--- src/rtl/uart_pkg.sv ---
// Shared UART definitions: receiver states, bit counting and frame sizing.
package uart_pkg;

  localparam int unsigned BYTE_BITS = 8;
  localparam int unsigned BIT_CNT_W = 3;

  typedef logic [BIT_CNT_W-1:0] bit_cnt_t;

  typedef enum logic [1:0] {
    RX_IDLE,
    RX_START,
    RX_DATA,
    RX_STOP
  } rx_state_t;

  // Bytes in one register-load frame: one address byte plus the data bytes.
  function automatic int unsigned frame_bytes(input int unsigned data_width);
    return 1 + data_width / BYTE_BITS;
  endfunction

endpackage

--- src/rtl/uart_rx_byte.sv ---
// 8N1 UART byte receiver with input synchronizer.
module uart_rx_byte #(
  parameter int unsigned CLKS_PER_BIT = 434
) (
  input  logic       clk,
  input  logic       reset,
  input  logic       rx,
  output logic [7:0] byte_data,
  output logic       byte_valid,
  output logic       byte_err,
  output logic       rx_active
);
  import uart_pkg::*;

  localparam int unsigned CW = $clog2(CLKS_PER_BIT + 1);

  logic            rx_m, rx_s;
  rx_state_t       state, state_n;
  logic [CW-1:0]   cnt, cnt_n;
  bit_cnt_t        bitn, bitn_n;
  logic [7:0]      shreg, shreg_n;
  logic            valid_n, err_n;
  logic            armed, armed_n;

  // Two-flop synchronizer, idle-high reset value.
  always_ff @(posedge clk or negedge reset) begin
    if (!reset) begin
      rx_m <= 1'b1;
      rx_s <= 1'b1;
    end else begin
      rx_m <= rx;
      rx_s <= rx_m;
    end
  end

  // Receiver state and datapath registers.
  always_ff @(posedge clk or negedge reset) begin
    if (!reset) begin
      state      <= RX_IDLE;
      cnt        <= '0;
      bitn       <= '0;
      shreg      <= '0;
      byte_valid <= 1'b0;
      byte_err   <= 1'b0;
      armed      <= 1'b1;
    end else begin
      state      <= state_n;
      cnt        <= cnt_n;
      bitn       <= bitn_n;
      shreg      <= shreg_n;
      byte_valid <= valid_n;
      byte_err   <= err_n;
      armed      <= armed_n;
    end
  end

  // Next-state logic. After a framing error the line may still be low (break);
  // the receiver is re-armed only once the line has been seen high again, so a
  // held-low stop bit is not misread as a new start bit.
  always_comb begin
    state_n = state;
    cnt_n   = cnt + CW'(1);
    bitn_n  = bitn;
    shreg_n = shreg;
    valid_n = 1'b0;
    err_n   = 1'b0;
    armed_n = armed | rx_s;
    case (state)
      RX_IDLE: begin
        cnt_n = '0;
        if (!rx_s && armed) state_n = RX_START;
      end
      RX_START: begin
        if (cnt == CW'(CLKS_PER_BIT / 2 - 1)) begin
          cnt_n = '0;
          if (!rx_s) begin
            state_n = RX_DATA;
            bitn_n  = '0;
          end else begin
            state_n = RX_IDLE;
          end
        end
      end
      RX_DATA: begin
        if (cnt == CW'(CLKS_PER_BIT - 1)) begin
          cnt_n   = '0;
          shreg_n = {rx_s, shreg[7:1]};
          if (bitn == bit_cnt_t'(BYTE_BITS - 1)) state_n = RX_STOP;
          else                                   bitn_n  = bitn + bit_cnt_t'(1);
        end
      end
      RX_STOP: begin
        if (cnt == CW'(CLKS_PER_BIT - 1)) begin
          cnt_n   = '0;
          state_n = RX_IDLE;
          if (rx_s) begin
            valid_n = 1'b1;
          end else begin
            err_n   = 1'b1;
            armed_n = 1'b0;
          end
        end
      end
      default: state_n = RX_IDLE;
    endcase
  end

  assign byte_data = shreg;
  assign rx_active = (state != RX_IDLE);

endmodule

--- src/rtl/uart_reg_loader.sv ---
// Assembles UART frames (address byte + data bytes, LS first) into register writes.
module uart_reg_loader #(
  parameter int unsigned DATA_WIDTH   = 32,
  parameter int unsigned ADDR_WIDTH   = 5,
  parameter int unsigned CLKS_PER_BIT = 434,
  parameter int unsigned TIMEOUT_BITS = 20
) (
  input  logic                  clk,
  input  logic                  reset,
  input  logic                  rx,
  output logic                  WE3,
  output logic [ADDR_WIDTH-1:0] A3,
  output logic [DATA_WIDTH-1:0] WD3,
  output logic                  busy,
  output logic                  frame_err
);
  import uart_pkg::*;

  localparam int unsigned NBYTES   = frame_bytes(DATA_WIDTH);
  localparam int unsigned IW       = $clog2(NBYTES);
  localparam int unsigned TO_LIMIT = TIMEOUT_BITS * CLKS_PER_BIT;
  localparam int unsigned TW       = $clog2(TO_LIMIT + 1);

  logic [7:0]            byte_data;
  logic                  byte_valid, byte_err, rx_active;
  logic [IW-1:0]         idx, slot;
  logic [ADDR_WIDTH-1:0] addr_q;
  logic [DATA_WIDTH-1:0] data_acc, data_next;
  logic [TW-1:0]         to_cnt;
  logic                  timeout, fin, last;

  uart_rx_byte #(
    .CLKS_PER_BIT(CLKS_PER_BIT)
  ) u_rx (
    .clk       (clk),
    .reset     (reset),
    .rx        (rx),
    .byte_data (byte_data),
    .byte_valid(byte_valid),
    .byte_err  (byte_err),
    .rx_active (rx_active)
  );

  // Merge the incoming data byte into its slot of the accumulated word.
  always_comb begin
    slot      = idx - IW'(1);
    data_next = data_acc;
    if (idx != '0) data_next[{slot, 3'b000} +: 8] = byte_data;
  end

  assign last    = (idx == IW'(NBYTES - 1));
  assign timeout = (idx != '0) && !rx_active && (to_cnt == TW'(TO_LIMIT));

  // Mid-frame idle counter; only counts while the line is idle, saturates.
  always_ff @(posedge clk or negedge reset) begin
    if (!reset)                    to_cnt <= '0;
    else if (idx == '0 || rx_active) to_cnt <= '0;
    else if (to_cnt != TW'(TO_LIMIT)) to_cnt <= to_cnt + TW'(1);
  end

  // Frame assembly, write issue and discard handling. fin marks frame
  // completion even for address 0 so busy ends there without a write.
  always_ff @(posedge clk or negedge reset) begin
    if (!reset) begin
      idx       <= '0;
      addr_q    <= '0;
      data_acc  <= '0;
      WE3       <= 1'b0;
      A3        <= '0;
      WD3       <= '0;
      busy      <= 1'b0;
      frame_err <= 1'b0;
      fin       <= 1'b0;
    end else begin
      WE3       <= 1'b0;
      frame_err <= 1'b0;
      fin       <= 1'b0;
      if (fin || frame_err) busy <= 1'b0;
      if (byte_err || timeout) begin
        idx       <= '0;
        frame_err <= 1'b1;
      end else if (byte_valid) begin
        busy <= 1'b1;
        if (idx == '0) begin
          addr_q <= ADDR_WIDTH'(byte_data);
          idx    <= IW'(1);
        end else begin
          data_acc <= data_next;
          if (last) begin
            idx <= '0;
            fin <= 1'b1;
            if (addr_q != '0) begin
              WE3 <= 1'b1;
              A3  <= addr_q;
              WD3 <= data_next;
            end
          end else begin
            idx <= idx + IW'(1);
          end
        end
      end
    end
  end

endmodule

--- config.mk ---
export PLATFORM = sky130hd
export DESIGN_NAME = uart_reg_loader
export DESIGN_NICKNAME = d
export VERILOG_FILES = /design/src/rtl/uart_pkg.sv /design/src/rtl/uart_rx_byte.sv /design/src/rtl/uart_reg_loader.sv
export SDC_FILE = /design/constraint.sdc
export NUM_CORES = 1
export LEC_CHECK = 0
export CORE_MARGIN = 8
export CORE_UTILIZATION = 23
export DETAILED_ROUTE_END_ITERATION = 16
export GPL_TIMING_DRIVEN = 0
export PLACE_DENSITY = 0.46
export RECOVER_POWER = 25
export SKIP_CTS_REPAIR_TIMING = 1
export SLEW_MARGIN = 20
export SYNTH_ARGS = -nofsm -noshare
export SYNTH_HDL_FRONTEND = slang
export SYNTH_SLANG_ARGS = --single-unit
--- constraint.sdc ---
create_clock -name clk -period 3.1 [get_ports clk]
set_input_delay 0.62 -clock clk [delete_from_list [all_inputs] [get_ports clk]]
set_output_delay 0.62 -clock clk [all_outputs]
set_load 0.1 [all_outputs]
==> metrics.cfg, run 1 <==
[drt]
wl_met1_microns=6180
highest-signal-layer=met4
drt_iter0_markers=190
wl_met3_microns=335
remaining_drc_errors=0
wl_met2_microns=5680
routed_wl_microns=12400
ant_nets=0
avgRoutedWirePerCell_microns=14.2
dr.pass1.iters=4
vias=3720
viasPerCell=4.24

[floorplan]
row_count=57
io_pins=43
initial_core_util_pct=23.4
dieArea_sq_mm=0.0299
die_y_microns=173
die_w_microns=173
design.core.area_sq_mm=0.0242

[synthesis]
synth-simple-area-share_pct=12.7
synth-edff-count=0
syn_area_per_cell_sq_um=11.8
yosysWarnings=0
netlist_instances=479
synthArstFlopShare_pct=100
synth_largest_area_cell=dfrtp_1
synth.top_cell.area_share_pct=52.5
yosysSeqAreaShare_pct=53.9
synth_area_leaders=dfrtp_1 53%, mux2_2 18%, nand2_1 3.2%
ys.flop_type=dfrtp_1
synth.cell_area_sq_mm=0.00567
synth_fa_ha_area_share_pct=3.09
synth_cell_types=48
synth_nets=496
ys_seq_elements=122
synth_top_family_by_area=multiplexers
synth-xor-area-share_pct=2.63
muxShareOfSynthArea_pct=20.7
synth_compound_area_share_pct=3.93

[finish]
layout_commonest_cell=dfrtp_1
stdcell_count=877
fin_nets=557
final_cell_mix=119 x dfrtp_1, 89 x mux2_2, 48 x nand2_1
n_antenna_cell=0
utilization_pct=29.3
final_layout_size_suffix_gt1_share_pct=25.1
postLayoutCellArea_sq_mm=0.00712
areaGrowthSynthToFinish_pct=25.5

[critical_path]
end_kind=flip-flop
r2r_end=data_acc[30]
rr_startpoint=idx[0]
required_ns=3.40
crit_type=flip-flop to flip-flop
crit_fanout=10
ff2ff_path_depth=7
r2r_setup_slack_ns=0.29
worst_setup_path_start_kind=flip-flop
critPathArrivalTime_ns=3.12

[place]
place_area_sq_mm=0.00653
place_congestion=0.744
hpwlAfterDp_microns=8660
dp.cells=846
port_buffers=42

[clocking]
clkTransAtPathRegs_ns=0.06
numCtsBuffers=17
clock_sinks=122
cts_root_buf=clkbuf_16
clockBufferDepth=2
clk_latency_ns=0.42
cts_tree=done
cts_max_level=4

[sta]
period_minus_slack_ns=2.81
finalSetupViolCount=0
fin_crit_sh_pct=90.7
skew_ns=0.0137
finalHoldViolCount=0
max_slew_margin_pct=-0.594
rsz0062_at_grt=false
max_freq_mhz=356
worstMarginPinSlew_ns=1.51
final_max_slew_viol_count=61

[global_route]
grt_max_degree=63
grt_pass1_wl_microns=20800
antenna_found_initial=0
grt_overflow=0
track_usage_pct=8.64
grt_pass1_vias=4045

[power]
p_per_area_mw_per_mm2=539
p_leak_nw=3.10
vdd_drop_max_mv=0.241

[worst_hold_path]
hold_path_end=u_rx.rx_s
whs_path_depth=0
worst_hold_path_type=flip-flop to flip-flop
holdCritStartpoint=u_rx.rx_m

[outcome]
outcome=finished, violations left
violations=max-capacitance violations, max-slew violations

[run]
maxCapViolCount=1

[area by class of cell]
class                   instances  area, sq um
multi-input cells             313         2440
clock buffers                  19          453
clock inverters                13          166
fillers                      2511        17100
repair buffers                 43          423
well taps                     324          405
plain buffers                  15         63.8
inverters                      28          105
flip-flops and latches        122         3060
[cell usage after synthesis (3+ instances only)]
| master | instances |
|---|---|
| dfrtp_1 | 119 |
| mux2_2 | 89 |
| nand2_1 | 48 |
| nor2_1 | 30 |
| inv_1 | 28 |
| mux2i_1 | 17 |
| ha_1 | 14 |
| o21ai_0 | 12 |
| a21oi_1 | 11 |
| nand3_1 | 11 |
| xnor2_1 | 11 |
| nor3_1 | 9 |
| clkbuf_1 | 7 |
| buf_2 | 6 |
| xor2_1 | 6 |
| and3_1 | 5 |
| nor2b_1 | 5 |
| or4_1 | 5 |
| nand4_1 | 4 |
| buf_1 | 3 |
| dfstp_2 | 3 |
| nand2b_1 | 3 |
| nor4_1 | 3 |
[per-layer routing]
layer | vias to the layer above | global-route usage (%)
li1 | 1783 | -
met1 | 1872 | 10.9
met2 | 49 | 13.6
met3 | 16 | 2.53
met4 | 0 | 3.63
met5 | - | 0
[report_power, final]
| part | total [mW] | internal (mW) | switching, mW |
|---|---|---|---|
| clock network | 2.06 | 1.31 | 0.751 |
| logic | 0.126 | 0.0392 | 0.0870 |
| registers | 1.64 | 1.62 | 0.0274 |
[flip-flops by register name (all words and copies together) (netlist names), named ones only]
signal / count
data_acc: 32
u_rx.byte_data: 8
u_rx.armed: 1
busy: 1
WE3: 1
u_rx.byte_valid: 1
WD3: 32
u_rx.bitn: 3
A3: 5
fin: 1
u_rx.cnt: 9
u_rx.byte_err: 1
addr_q: 5
u_rx.state: 1
idx: 3
frame_err: 1
to_cnt: 14
u_rx.rx_m: 1
u_rx.rx_s: 1
[worst max-delay path, cell delays in order (launching register included)]
cell and delay, ns:
dfrtp_1 0.48, inv_1 0.17, ha_1 0.30, nor2b_1 0.24, nor3_1 0.10, a21oi_1 0.64
buf_2 0.39, mux2_2 0.37
[how the worst max path moves through the flow]
stage	startpoint	to	slack (ns)	depth (start not counted)
CTS	idx[0]	WD3[1]	0.03	9
finish	idx[0]	data_acc[30]	0.29	7
global placement	reset	WD3[24]	-3.48	1
floorplan	idx[0]	WD3[0]	0.44	9
detailed placement	idx[0]	WD3[1]	0.05	9
global route	idx[0]	data_acc[25]	0.05	7
[metrics by stage]
step	worst slack [ns]	TNS, ns	total power [mW]	hold WS, ns
6_report	0.289	0	3.83	0.359
5_1_grt	0.0450	0	3.99	0.367
4_1_cts	0.0300	0	3.90	0.202
3_5_place_dp	0.0454	0	1.81	0.352
3_3_place_gp	-3.48	-419.05	1.80	0.351
2_1_floorplan	0.436	0	1.74	0.324
[kinds of logic (layout without fill, tap and decap cells)]
kind of cell / Yosys count / after routing
AND/OR/NAND/NOR: 141 / 141
flip-flops: 122 / 122
multiplexers: 106 / 106
buffers and inverters: 44 / 118
AO/OA/AOI/OAI: 35 / 35
XOR/XNOR: 17 / 17
adder cells (fa/ha/maj): 14 / 14
No activity file was read; power rests on OpenSTA's default activity.
==> run 2: changes to the inputs <==
--- a/config.mk
+++ b/config.mk
@@ -5,6 +5,7 @@
 export SDC_FILE = /design/constraint.sdc
 export NUM_CORES = 1
 export LEC_CHECK = 0
+export CAP_MARGIN = 20
 export CORE_MARGIN = 8
 export CORE_UTILIZATION = 23
 export DETAILED_ROUTE_END_ITERATION = 16
@@ -16,3 +17,4 @@
 export SYNTH_ARGS = -nofsm -noshare
 export SYNTH_HDL_FRONTEND = slang
 export SYNTH_SLANG_ARGS = --single-unit
+export TNS_END_PERCENT = 50
==> results of run 2 <==
The final DEF is identical to that of run 1; final timing and power are the same.
==> run 3: changes to the inputs <==
--- a/config.mk
+++ b/config.mk
@@ -5,6 +5,7 @@
 export SDC_FILE = /design/constraint.sdc
 export NUM_CORES = 1
 export LEC_CHECK = 0
+export ABC_CLOCK_PERIOD_IN_PS = 3100
 export CAP_MARGIN = 20
 export CORE_MARGIN = 8
 export CORE_UTILIZATION = 23
==> results of run 3 <==
The final DEF is identical to that of run 1; final timing and power are the same.
